**config.mk**
```make
export PLATFORM = sky130hd
export DESIGN_NAME = clk_div_sched
export DESIGN_NICKNAME = d
export VERILOG_FILES = /design/src/rtl/clk_div_sched.sv
export SDC_FILE = /design/constraint.sdc
export NUM_CORES = 1
export LEC_CHECK = 0
export CORE_UTILIZATION = 50
export CTS_BUF_LIST = sky130_fd_sc_hd__clkbuf_16
export DETAILED_ROUTE_END_ITERATION = 7
export DONT_BUFFER_PORTS = 1
export PLACE_DENSITY = 0.64
export SYNTH_ARGS = -nofsm -noshare
export SYNTH_HDL_FRONTEND = slang
export SYNTH_SLANG_ARGS = --single-unit
```
**constraint.sdc**
```tcl
create_clock -name clk -period 5.55 [get_ports clk]
set_input_delay 0.2775 -clock clk [delete_from_list [all_inputs] [get_ports clk]]
set_output_delay 0.2775 -clock clk [all_outputs]
set_load 0.01 [all_outputs]
```
**src/rtl/clk_div_sched.sv**
```systemverilog
// clk_div_sched: run-time controller for a glitch-free programmable clock divider.
//
// A divide ratio N gives floor(N/2) cycles high followed by N-floor(N/2) cycles low.
// New ratios arrive over cfg_valid/cfg_ready and are only applied at a period
// boundary. Start-up always begins with a high phase and shut-down always finishes
// the current period, so div_out never produces a runt pulse.
//
// Handshake: a transfer happens on every rising clk edge where cfg_valid && cfg_ready.
// The offer (cfg_div) must be held stable while cfg_valid is high and cfg_ready is low.
//
// Optional build macro CLK_DIV_SCHED_STATUS_EN adds the status outputs cur_div
// (active ratio) and pend (a ratio is waiting for the next boundary).
module clk_div_sched #(
    parameter int CNT_W   = 16,
    parameter int DEF_DIV = 4
) (
    input  logic             clk,
    input  logic             rst_n,
    input  logic             en,
    input  logic             cfg_valid,
    input  logic [CNT_W-1:0] cfg_div,
    output logic             cfg_ready,
    output logic             cfg_err,
    output logic             div_out,
    output logic             tick,
    output logic             busy
`ifdef CLK_DIV_SCHED_STATUS_EN
    ,
    output logic [CNT_W-1:0] cur_div,
    output logic             pend
`endif
);

    localparam logic [CNT_W-1:0] DEF_RATIO = CNT_W'(DEF_DIV);
    localparam logic [CNT_W-1:0] ONE       = CNT_W'(1);
    localparam logic [CNT_W-1:0] TWO       = CNT_W'(2);

    typedef enum logic [1:0] {
        S_IDLE = 2'd0,
        S_RUN  = 2'd1,
        S_PEND = 2'd2,
        S_STOP = 2'd3
    } state_t;

    state_t           state_q, state_d;
    logic [CNT_W-1:0] cnt_q, cnt_d;
    logic [CNT_W-1:0] ratio_q, ratio_d;
    logic [CNT_W-1:0] pdiv_q, pdiv_d;
    logic             pvalid_q, pvalid_d;
    logic             live_q, live_d;     // cnt_q names a real period cycle
    logic             div_q, div_d;
    logic             tick_q, tick_d;
    logic             err_q, err_d;

    logic             xfer;
    logic             take;
    logic             boundary;
    logic             stop_end;
    logic             load_pend;

    // Shared event decode used by both the FSM and the datapath
    always_comb begin
        xfer      = cfg_valid && cfg_ready;
        take      = xfer && (cfg_div >= TWO);
        boundary  = live_q && (cnt_q == (ratio_q - ONE));
        stop_end  = (state_q == S_STOP) && !en && (boundary || !live_q);
        load_pend = boundary && pvalid_q;
    end

    // State register
    always_ff @(posedge clk or negedge rst_n) begin
        if (!rst_n) begin
            state_q <= S_IDLE;
        end else begin
            state_q <= state_d;
        end
    end

    // Next-state logic
    always_comb begin
        state_d = state_q;
        unique case (state_q)
            S_IDLE: begin
                if (en) state_d = S_RUN;
            end
            S_RUN: begin
                if (!en)       state_d = S_STOP;
                else if (take) state_d = S_PEND;
            end
            S_PEND: begin
                if (!en)           state_d = S_STOP;
                else if (boundary) state_d = S_RUN;
            end
            S_STOP: begin
                if (en) begin
                    // A pending ratio consumed at this boundary leaves nothing pending
                    if (boundary) state_d = take ? S_PEND : S_RUN;
                    else          state_d = (pvalid_q || take) ? S_PEND : S_RUN;
                end else if (boundary || !live_q) begin
                    state_d = S_IDLE;
                end
            end
            default: state_d = S_IDLE;
        endcase
    end

    // FSM outputs decoded from registered state
    always_comb begin
        busy      = (state_q != S_IDLE);
        cfg_ready = !pvalid_q;
    end

    // Ratio registers, period counter and waveform generation
    always_comb begin
        ratio_d  = ratio_q;
        pdiv_d   = pdiv_q;
        pvalid_d = pvalid_q;
        cnt_d    = cnt_q;
        live_d   = live_q;
        div_d    = div_q;
        err_d    = xfer && !take;

        // take implies nothing pending, so these loads never collide
        if (state_q == S_IDLE) begin
            if (take) ratio_d = cfg_div;
        end else if (load_pend) begin
            ratio_d  = pdiv_q;
            pvalid_d = 1'b0;
        end else if (take) begin
            if (stop_end) begin
                // Shutting down now: no later boundary exists to apply it at
                ratio_d = cfg_div;
            end else begin
                pdiv_d   = cfg_div;
                pvalid_d = 1'b1;
            end
        end

        if ((state_q == S_IDLE) || stop_end) begin
            cnt_d  = '0;
            live_d = 1'b0;
            div_d  = 1'b0;
        end else if (!live_q) begin
            // First cycle of the first period always starts high
            cnt_d  = '0;
            live_d = 1'b1;
            div_d  = 1'b1;
        end else begin
            cnt_d = boundary ? '0 : (cnt_q + ONE);
            div_d = (cnt_d < (ratio_d >> 1));
        end

        tick_d = div_d && !div_q;
    end

    // Datapath registers
    always_ff @(posedge clk or negedge rst_n) begin
        if (!rst_n) begin
            ratio_q  <= DEF_RATIO;
            pdiv_q   <= '0;
            pvalid_q <= 1'b0;
            cnt_q    <= '0;
            live_q   <= 1'b0;
            div_q    <= 1'b0;
            tick_q   <= 1'b0;
            err_q    <= 1'b0;
        end else begin
            ratio_q  <= ratio_d;
            pdiv_q   <= pdiv_d;
            pvalid_q <= pvalid_d;
            cnt_q    <= cnt_d;
            live_q   <= live_d;
            div_q    <= div_d;
            tick_q   <= tick_d;
            err_q    <= err_d;
        end
    end

    assign div_out = div_q;
    assign tick    = tick_q;
    assign cfg_err = err_q;

`ifdef CLK_DIV_SCHED_STATUS_EN
    assign cur_div = ratio_q;
    assign pend    = pvalid_q;
`endif

endmodule

```
==> summary.json, run 1 <==
{
  "clocking": {
    "clock_latency_ps": 300,
    "htreeDepth": 2,
    "tritoncts": "yes",
    "clk_path_buf_depth": 2,
    "cts_hold_repair.buffers": 2,
    "cts-buffers-inserted": 5,
    "number_of_sinks_handled_by_clock_tree_synthesis": 55,
    "post_cts.resized_instances": 0,
    "clock_root_buffer": "sky130_fd_sc_hd__clkbuf_16",
    "post_cts_buffers": 0,
    "path_clk_slew_ps": 80
  },
  "timing": {
    "finalSetupViolations": 0,
    "max_freq_mhz": 194.5,
    "final-hold-violation-count": 0,
    "holdWs_ps": 121.9,
    "finalClockSkew_ps": 12.78,
    "fin_crit_ps": 5142,
    "final_min_period_over_clock_period_pct": 92.66,
    "rsz0062_at_grt": "false",
    "fin_tns_setup_ps": 0,
    "worst-slew-pin-transition_ps": 899.2,
    "timing.max_slew.rel_slack_pct": 40.05,
    "finalMaxSlewViolations": 0
  },
  "global_routing": {
    "grt_usage_pct": 26.03,
    "grt_pass1_vias": 2980,
    "grt_first_pass_wirelength_mm": 15.53,
    "grt_start_max_net_pins": 56,
    "globalRoute.totalOverflow": 0,
    "antenna_violations_before_repair": 0
  },
  "logic_synthesis": {
    "synth_largest_type_area_fraction_pct": 35.29,
    "total_standard_cell_area_after_synthesis_um2": 3829,
    "synth-compound-area-share_pct": 17.61,
    "yosys.cell_types.count": 65,
    "synth_cells": 392,
    "yosysMostFrequentCell": "sky130_fd_sc_hd__dfrtp_1",
    "yosys_warnings": 0,
    "postSynthRegisterBits": 55,
    "yosysSeqAreaShare_pct": 35.98,
    "largest_family_of_logic_cells_by_synthesized_area": "simple AND/OR/NAND/NOR gates",
    "post_synth_fa_ha_maj_area_fraction_pct": 5.229,
    "synth_top_cells_by_count": "sky130_fd_sc_hd__dfrtp_1 (54), sky130_fd_sc_hd__nor2_1 (41), sky130_fd_sc_hd__nand2_1 (26)",
    "synthArstFlopShare_pct": 100.0,
    "synth.area.mux_share_pct": 7.418,
    "synth_xor_xnor_area_share_pct": 7.549,
    "syn-num-nets": 428,
    "synth_enable_flop_cells": 0,
    "synth_top_area_cell": "sky130_fd_sc_hd__dfrtp_1",
    "synth_top_flop_cell": "sky130_fd_sc_hd__dfrtp_1",
    "synth_area_leaders": "sky130_fd_sc_hd__dfrtp_1 (35%), sky130_fd_sc_hd__xor2_1 (5.3%), sky130_fd_sc_hd__ha_1 (5.2%), sky130_fd_sc_hd__mux2_4 (5.1%), sky130_fd_sc_hd__nor2_1 (4.0%)",
    "post_synth_and_or_nand_nor_area_fraction_pct": 22.55,
    "post_synth.cell_area_avg_um2": 9.767
  },
  "critical_path": {
    "timing.setup.critical_path_class": "flop to flop",
    "worstPathRequired_ps": 5750,
    "crit_path_max_incr_delay_ps": 700,
    "setup.worst_path.end_class": "flop",
    "critPathArrivalTime_ps": 5350,
    "critical_path.startpoint_type": "flop",
    "cp_slowest_cell": "sky130_fd_sc_hd__a21oi_2",
    "worstPathCellList": "inv_1 > ha_1 > or3b_2 > o211a_1 > o21ai_1 > o31ai_4 > a31o_4 > a21oi_2 > o221ai_1 > ha_1 > a211oi_1 > o21bai_1 > a21o_1 > a31oi_1 > a41oi_1 > o22ai_1 > o21ai_1 > a211oi_1",
    "crit_fanout": 19
  },
  "pwr": {
    "combinationalPowerShare_pct": 38.9,
    "switching_share_pct": 39.56,
    "total_power_divided_by_cell_area_nw_per_um2": 403.7,
    "total_power_w": 0.001645,
    "power.internal_w": 0.0009939,
    "worst_ir_drop_vdd_mv": 0.2158,
    "leakage_nw": 1.782,
    "switching_power_w": 0.0006506,
    "fraction_of_power_consumed_by_the_clock_network_pct": 19.3,
    "seqPwrFrac_pct": 41.8
  },
  "place": {
    "area_after_dpl_um2": 3889,
    "place_hpwl_mm": 7.459,
    "finalWeightedCongestion": 0.9610,
    "port-buffer-count": 0
  },
  "drt": {
    "post-route-drc-count": 0,
    "final_routed_wire_length_divided_by_cell_count_um": 20.28,
    "via_count": 3127,
    "dr.first_iter.drc_count": 213,
    "drtPass1Iterations": 5,
    "route.detailed.vias_per_inst": 6.447,
    "final_antenna_net_count": 0,
    "totalWireLength_mm": 9.834
  },
  "final_layout": {
    "num-nets-final": 421,
    "design_area_um2": 4074,
    "ant_diodes": 0,
    "syn_to_final_growth_pct": 6.405,
    "drive_above_1_share_pct": 16.06
  },
  "die": {
    "die_height_um": 89.51,
    "num_rows": 31,
    "design.core.area_um2": 7331,
    "die_w_um": 89.51,
    "start_util_pct": 52.23,
    "io-pin-count": 25,
    "dieArea_um2": 8011
  },
  "hold_path": {
    "hold_class": "input pin to flop"
  },
  "job": {
    "drv.max_cap_violation_count": 0
  },
  "status": {
    "outcome": "finished clean"
  }
}
[cells by family after synthesis]
family,count (synthesis)
XOR/XNOR,33
buffers and inverters,31
flip-flops,55
multiplexers,21
AO/OA/AOI/OAI,81
AND/OR/NAND/NOR,155
adder cells (fa/ha/maj),16
[cells in the final DEF (no fill, tap or decap), types with 11 or more instances in the layout]
cell / instances
sky130_fd_sc_hd__dfrtp_1: 54
sky130_fd_sc_hd__nor2_1: 41
sky130_fd_sc_hd__nand2_1: 26
sky130_fd_sc_hd__xor2_1: 23
sky130_fd_sc_hd__ha_1: 16
sky130_fd_sc_hd__nand2b_1: 15
sky130_fd_sc_hd__a21oi_1: 14
sky130_fd_sc_hd__mux2_4: 13
sky130_fd_sc_hd__inv_1: 11
sky130_fd_sc_hd__o221ai_1: 11
[metal layers]
layer	GRT usage, %	part of all wire [%]	vias to the layer above	routed length [um]
met2	42.75	46	119	4550
li1	-	-	1450	-
met5	0	0	-	0
met3	4.524	5.6	23	551
met4	9.380	3.3	0	324
met1	34.52	45	1535	4407
[power groups by stage]
stage	logic (W)	registers [W]	clock network (W)
after CTS	0.000637	0.000683	0.000324
final	0.000640	0.000688	0.000317
after detailed placement	0.000623	0.000688	0
after global routing	0.000702	0.000706	0.000340
after floorplan	0.000560	0.000607	0
after global placement	0.000613	0.000690	0
[flip-flops by register name (all words and copies together) (netlist names)]
| register | cells |
|---|---|
| cfg_err | 1 |
| cnt_q | 16 |
| div_out | 1 |
| live_q | 1 |
| pdiv_q | 16 |
| pvalid_q | 1 |
| ratio_q | 16 |
| state_q | 2 |
| tick | 1 |
[area by class of cell]
cell class	instances	area, um^2
Inverter	11	41.29
Fill cell	652	3257
Multi-Input combinational cell	306	2316
Sequential cell	55	1378
Tap cell	99	123.9
Clock buffer	5	125.1
Clock inverter	3	22.52
Timing Repair Buffer	6	67.56
[worst max-delay path: cells and delay by family (launching register included)]
family,cells,cell delay [ps]
compound gates,14,3260
fa+ha+maj,2,650
buf+inv,1,150
flops,1,450
simple gates,1,520
[through the flow]
stage                     instances  setup WS [ps]  utilization, %
final                           485          407.5           55.57
after floorplan                 392           1307               -
after global routing            485          64.98           55.57
after global placement          475          577.8           53.05
after CTS                       485          478.4           55.57
after detailed placement        475          479.3           53.05
[path summary, 6_finish.rpt]
kind	to	start	cells after the start	slack [ps]
worst min-delay path	pdiv_q[7]	cfg_div[7]	1	120
max in group asynchronous	ratio_q[2]	rst_n	2	4760
min in group asynchronous	pdiv_q[13]	rst_n	2	520
worst max-delay path	tick	ratio_q[1]	18	410
worst max register to register	tick	ratio_q[1]	18	410
worst min register to register	pdiv_q[3]	pdiv_q[3]	1	500
(Power assumes the default switching activity.)
==> inputs of run 2 (changes only) <==
--- a/config.mk
+++ b/config.mk
@@ -9,6 +9,7 @@
 export CTS_BUF_LIST = sky130_fd_sc_hd__clkbuf_16
 export DETAILED_ROUTE_END_ITERATION = 7
 export DONT_BUFFER_PORTS = 1
+export MAX_ROUTING_LAYER = met4
 export PLACE_DENSITY = 0.64
 export SYNTH_ARGS = -nofsm -noshare
 export SYNTH_HDL_FRONTEND = slang
==> summary.json, run 2 (same netlist as run 1, synthesis figures left out) <==
{
  "status": {
    "outcome": "finished clean"
  },
  "pwr": {
    "combinationalPowerShare_pct": 38.9,
    "switching_share_pct": 39.62,
    "switching_power_w": 0.0006524,
    "worst_ir_drop_vdd_mv": 0.2154,
    "seqPwrFrac_pct": 41.7,
    "leakage_nw": 1.782,
    "total_power_divided_by_cell_area_nw_per_um2": 404.2,
    "fraction_of_power_consumed_by_the_clock_network_pct": 19.3,
    "power.internal_w": 0.0009942
  },
  "timing": {
    "finalClockSkew_ps": 12.15,
    "holdWs_ps": 122.9,
    "worst-slew-pin-transition_ps": 891.6,
    "fin_crit_ps": 5147,
    "final-hold-violation-count": 0,
    "fin_tns_setup_ps": 0,
    "max_freq_mhz": 194.3,
    "timing.max_slew.rel_slack_pct": 40.56,
    "finalMaxSlewViolations": 0,
    "rsz0062_at_grt": "false",
    "final_min_period_over_clock_period_pct": 92.75,
    "finalSetupViolations": 0
  },
  "final_layout": {
    "layout.cells.most_common": "sky130_fd_sc_hd__dfrtp_1",
    "syn_to_final_growth_pct": 6.405,
    "reg.largest.list": "cnt_q: 16 flops, pdiv_q: 16 flops, ratio_q: 16 flops",
    "final_cell_mix": "sky130_fd_sc_hd__dfrtp_1 (54), sky130_fd_sc_hd__nor2_1 (41), sky130_fd_sc_hd__nand2_1 (26)",
    "ant_diodes": 0,
    "utilization_pct": 55.57,
    "fill_cell_total_of_the_finished_layout": 652,
    "drive_above_1_share_pct": 16.06,
    "num-nets-final": 421
  },
  "place": {
    "finalWeightedCongestion": 0.9788,
    "place_hpwl_mm": 7.459,
    "port-buffer-count": 0
  },
  "critical_path": {
    "worstPathRequired_ps": 5750,
    "cp_num_buf_inv": 1,
    "crit_fanout": 19,
    "cp_slowest_cell": "sky130_fd_sc_hd__a21oi_2",
    "critPathArrivalTime_ps": 5350,
    "setup.worst_path.end_class": "flop",
    "timing.critical_path.max_delay_family": "compound AO/OA/AOI/OAI gates",
    "critical_path.startpoint_type": "flop",
    "timing.setup.critical_path_class": "flop to flop",
    "crit_path_max_incr_delay_ps": 690,
    "worstPathCellList": "inv_1 > ha_1 > or3b_2 > o211a_1 > o21ai_1 > o31ai_4 > a31o_4 > a21oi_2 > o221ai_1 > ha_1 > a211oi_1 > o21bai_1 > a21o_1 > a31oi_1 > a41oi_1 > o22ai_1 > o21ai_1 > a211oi_1"
  },
  "clocking": {
    "tritoncts": "yes",
    "post_cts.resized_instances": 0,
    "clk_path_buf_depth": 2,
    "path_clk_slew_ps": 80,
    "post_cts_buffers": 0,
    "clock_root_buffer": "sky130_fd_sc_hd__clkbuf_16",
    "htreeDepth": 2,
    "cts-buffers-inserted": 5,
    "number_of_sinks_handled_by_clock_tree_synthesis": 55,
    "clock_latency_ps": 290
  },
  "drt": {
    "final_routed_wire_length_divided_by_cell_count_um": 20.31,
    "route.detailed.vias_per_inst": 6.367,
    "via_count": 3088,
    "drtPass1Iterations": 5,
    "post-route-drc-count": 0,
    "totalWireLength_mm": 9.850,
    "final_antenna_net_count": 0,
    "dr.first_iter.drc_count": 183
  },
  "global_routing": {
    "grt_start_max_net_pins": 56,
    "grt_pass1_vias": 2978,
    "grt_first_pass_wirelength_mm": 15.53,
    "grt_usage_pct": 26.84,
    "globalRoute.totalOverflow": 0,
    "antenna_violations_before_repair": 0
  },
  "die": {
    "design.core.area_um2": 7331,
    "die_height_um": 89.51,
    "io-pin-count": 25,
    "die_w_um": 89.51,
    "start_util_pct": 52.23,
    "dieArea_um2": 8011,
    "num_rows": 31
  },
  "hold_path": {
    "hold_class": "input pin to flop"
  },
  "job": {
    "drv.max_cap_violation_count": 0
  }
}
==> run 2: layout make-up <==
type / count / area [um^2] / share of cell area (%)
Clock buffer: 5 / 125.1 / 3.071
Clock inverter: 3 / 22.52 / 0.5528
Inverter: 11 / 41.29 / 1.014
Multi-Input combinational cell: 306 / 2316 / 56.85
Sequential cell: 55 / 1378 / 33.81
Tap cell: 99 / 123.9 / 3.041
Timing Repair Buffer: 6 / 67.56 / 1.658
==> run 2: power groups by stage <==
| stage | sequential [W] | combinational (W) | clock (W) |
|---|---|---|---|
| final | 0.000687 | 0.000641 | 0.000319 |
| after global routing | 0.000705 | 0.000702 | 0.000340 |
| after CTS | 0.000683 | 0.000637 | 0.000324 |
| after detailed placement | 0.000688 | 0.000623 | 0 |
| after global placement | 0.000690 | 0.000613 | 0 |
| after floorplan | 0.000607 | 0.000560 | 0 |
==> run 2: worst paths after layout <==
check / slack (ps) / startpoint / end / cells after the start
min: 120 / cfg_div[7] / pdiv_q[7] / 1
max: 400 / ratio_q[1] / tick / 18
min in group asynchronous: 510 / rst_n / pdiv_q[5] / 2
max reg2reg: 400 / ratio_q[1] / tick / 18
min reg2reg: 500 / pdiv_q[4] / pdiv_q[4] / 1
max in group asynchronous: 4760 / rst_n / ratio_q[2] / 2
==> run 2: repair_timing <==
| item | CTS | global route |
|---|---|---|
| hold buffers | 2 | 0 |
| hold endpoints to repair | 55 | 0 |
| endpoints found under the setup margin | 0 | 0 |
==> run 2: through the flow <==
step | cell area, um^2 | setup WS, ps | instances | total power, W
floorplan | 3829 | 1307 | 392 | 0.001167
global placement | 3889 | 577.8 | 475 | 0.001303
detailed placement | 3889 | 479.3 | 475 | 0.001311
CTS | 4074 | 478.4 | 485 | 0.001643
global route | 4074 | 64.98 | 485 | 0.001748
finish | 4074 | 402.5 | 485 | 0.001647
==> run 2: per-layer routing <==
| layer | part of all wire (%) | track usage (%) | vias to the layer above |
|---|---|---|---|
| li1 | - | - | 1447 |
| met1 | 45 | 34.47 | 1513 |
| met2 | 46 | 42.82 | 103 |
| met3 | 5.3 | 4.524 | 25 |
| met4 | 3.3 | 9.380 | 0 |
| met5 | 0 | - | - |
==> inputs of run 3 (changes only) <==
--- a/config.mk
+++ b/config.mk
@@ -5,12 +5,12 @@
 export SDC_FILE = /design/constraint.sdc
 export NUM_CORES = 1
 export LEC_CHECK = 0
-export CORE_UTILIZATION = 50
+export CORE_UTILIZATION = 45
 export CTS_BUF_LIST = sky130_fd_sc_hd__clkbuf_16
 export DETAILED_ROUTE_END_ITERATION = 7
 export DONT_BUFFER_PORTS = 1
 export MAX_ROUTING_LAYER = met4
-export PLACE_DENSITY = 0.64
+export PLACE_DENSITY = 0.59
 export SYNTH_ARGS = -nofsm -noshare
 export SYNTH_HDL_FRONTEND = slang
 export SYNTH_SLANG_ARGS = --single-unit
==> summary.json, run 3 (same netlist as run 1, synthesis figures left out) <==
{
  "final_layout": {
    "multi_input_comb_area_um2": 2316,
    "ant_diodes": 0,
    "drive_above_1_share_pct": 16.67,
    "layout.cells.most_common": "sky130_fd_sc_hd__dfrtp_1",
    "reg.largest.list": "cnt_q: 16 flops, pdiv_q: 16 flops, ratio_q: 16 flops",
    "fill_cell_total_of_the_finished_layout": 746,
    "num-nets-final": 425,
    "area.sequential_um2": 1378,
    "final_cell_mix": "sky130_fd_sc_hd__dfrtp_1 (54), sky130_fd_sc_hd__nor2_1 (41), sky130_fd_sc_hd__nand2_1 (26)",
    "design_area_um2": 4128,
    "syn_to_final_growth_pct": 7.810
  },
  "drt": {
    "totalWireLength_mm": 9.966,
    "route.detailed.vias_per_inst": 6.176,
    "final_antenna_net_count": 0,
    "dr.first_iter.drc_count": 203,
    "via_count": 3057,
    "post-route-drc-count": 0,
    "final_routed_wire_length_divided_by_cell_count_um": 20.13,
    "drtPass1Iterations": 5
  },
  "timing": {
    "worst-slew-pin-transition_ps": 845.9,
    "timing.max_slew.rel_slack_pct": 43.60,
    "max_freq_mhz": 199.8,
    "rsz0062_at_grt": "false",
    "fin_crit_ps": 5005,
    "fin_tns_setup_ps": 0,
    "finalMaxSlewViolations": 0,
    "final-hold-violation-count": 0,
    "final_min_period_over_clock_period_pct": 90.18,
    "finalClockSkew_ps": 5.481,
    "finalSetupViolations": 0
  },
  "critical_path": {
    "setup.worst_path.end_class": "flop",
    "worstPathRequired_ps": 5740,
    "cp_num_buf_inv": 1,
    "timing.critical_path.depth": 18,
    "worstPathCellList": "inv_1 > ha_1 > or3b_2 > o211a_1 > o21ai_1 > o31ai_4 > a31o_4 > a21oi_2 > o221ai_1 > ha_1 > a21oi_1 > o21ai_0 > a221o_1 > a31oi_1 > a41oi_1 > o22ai_1 > o21ai_1 > a211oi_1",
    "worst-r2r-cell-count": 18,
    "critical_path.startpoint_type": "flop",
    "crit_fanout": 17,
    "crit_path_max_incr_delay_ps": 660,
    "r2r_start": "ratio_q[1]",
    "timing.setup.critical_path_class": "flop to flop",
    "ff2ff_setup_slack_ps": 540,
    "cp_slowest_cell": "sky130_fd_sc_hd__a21oi_2",
    "critical_path.reg2reg.endpoint": "div_out",
    "critPathArrivalTime_ps": 5200,
    "timing.critical_path.max_delay_family": "compound AO/OA/AOI/OAI gates"
  },
  "hold_path": {
    "min_from": "cfg_div[11]",
    "hold_end": "pdiv_q[11]",
    "hold_class": "input pin to flop",
    "timing.hold.worst_path_depth": 1
  },
  "global_routing": {
    "antenna_violations_before_repair": 0,
    "grt_first_pass_wirelength_mm": 16.73,
    "grt_start_max_net_pins": 56,
    "grt_pass1_vias": 3119,
    "grt_usage_pct": 25.45,
    "globalRoute.totalOverflow": 0
  },
  "die": {
    "die_height_um": 94.24,
    "die_w_um": 94.24,
    "start_util_pct": 46.60,
    "io-pin-count": 25,
    "num_rows": 33,
    "design.core.area_um2": 8217,
    "dieArea_um2": 8881
  },
  "clocking": {
    "clk_path_buf_depth": 2,
    "post_cts.resized_instances": 0,
    "clock_latency_ps": 290,
    "tritoncts": "yes",
    "htreeDepth": 2,
    "path_clk_slew_ps": 70,
    "clock_root_buffer": "sky130_fd_sc_hd__clkbuf_16",
    "number_of_sinks_handled_by_clock_tree_synthesis": 55,
    "cts-buffers-inserted": 5
  },
  "pwr": {
    "total_power_divided_by_cell_area_nw_per_um2": 410.7,
    "worst_ir_drop_vdd_mv": 0.2774,
    "leakage_nw": 1.809
  },
  "place": {
    "finalWeightedCongestion": 1.015,
    "area_after_dpl_um2": 3926,
    "port-buffer-count": 0,
    "place_hpwl_mm": 7.601
  },
  "status": {
    "outcome": "finished clean"
  },
  "job": {
    "drv.max_cap_violation_count": 0
  }
}
## run 3: how the worst max path moves through the flow
| stage | start | end | slack (ps) |
|---|---|---|---|
| global route | ratio_q[1] | tick | 190 |
| floorplan | ratio_q[1] | div_out | 1310 |
| finish | ratio_q[1] | div_out | 540 |
| CTS | ratio_q[1] | div_out | 560 |
| global placement | ratio_q[1] | tick | 760 |
| detailed placement | ratio_q[1] | tick | 600 |
## run 3: cell type report
type                            count  share of cell area [%]
Timing Repair Buffer               10                   2.364
Inverter                           11                   1.000
Clock inverter                      3                  0.9397
Tap cell                          105                   3.183
Clock buffer                        5                   3.031
Multi-Input combinational cell    306                   56.11
Sequential cell                    55                   33.37
## run 3: metal layers
metal,GRT usage (%),vias to the layer above,routed length [um]
li1,-,1451,-
met1,33.12,1510,4717
met2,41.30,83,4702
met3,4.450,13,422
met4,5.513,0,123
met5,-,-,0
## run 3: worst reg2reg max path, stage by stage (launching register included)
cell and delay, ps:
sky130_fd_sc_hd__dfrtp_1 440, sky130_fd_sc_hd__inv_1 110, sky130_fd_sc_hd__ha_1 240, sky130_fd_sc_hd__or3b_2 510
sky130_fd_sc_hd__o211a_1 250, sky130_fd_sc_hd__o21ai_1 210, sky130_fd_sc_hd__o31ai_4 130, sky130_fd_sc_hd__a31o_4 300
sky130_fd_sc_hd__a21oi_2 660, sky130_fd_sc_hd__o221ai_1 240, sky130_fd_sc_hd__ha_1 370, sky130_fd_sc_hd__a21oi_1 170
sky130_fd_sc_hd__o21ai_0 110, sky130_fd_sc_hd__a221o_1 320, sky130_fd_sc_hd__a31oi_1 220, sky130_fd_sc_hd__a41oi_1 150
sky130_fd_sc_hd__o22ai_1 170, sky130_fd_sc_hd__o21ai_1 100, sky130_fd_sc_hd__a211oi_1 220
## run 3: through the flow
stage	util (%)	instances	worst slack, ps	hold slack, ps	power, W
after floorplan	-	392	1307	-18.09	0.001167
after CTS	50.24	495	561.1	125.0	0.001697
after global placement	47.78	485	755.5	-17.08	0.001319
after global routing	50.24	495	189.9	121.0	0.001805
final	50.24	495	544.8	126.1	0.001695
after detailed placement	47.78	485	603.1	-16.74	0.001324
## run 3: what timing repair did
action / 4_1_cts / 5_1_grt
setup endpoints to repair: 0 / 0
hold buffers: 2 / 0
hold endpoints to repair: 55 / 0
buffers inserted: 0 / 0
## run 3: where the power goes
group          leakage (nW)  switching, W  internal (W)  total [W]
Clock                0.0812      0.000145      0.000211   0.000355
Combinational          1.07      0.000344      0.000307   0.000651
Sequential            0.659      0.000164      0.000525   0.000689
Total                  1.81      0.000652       0.00104    0.00170
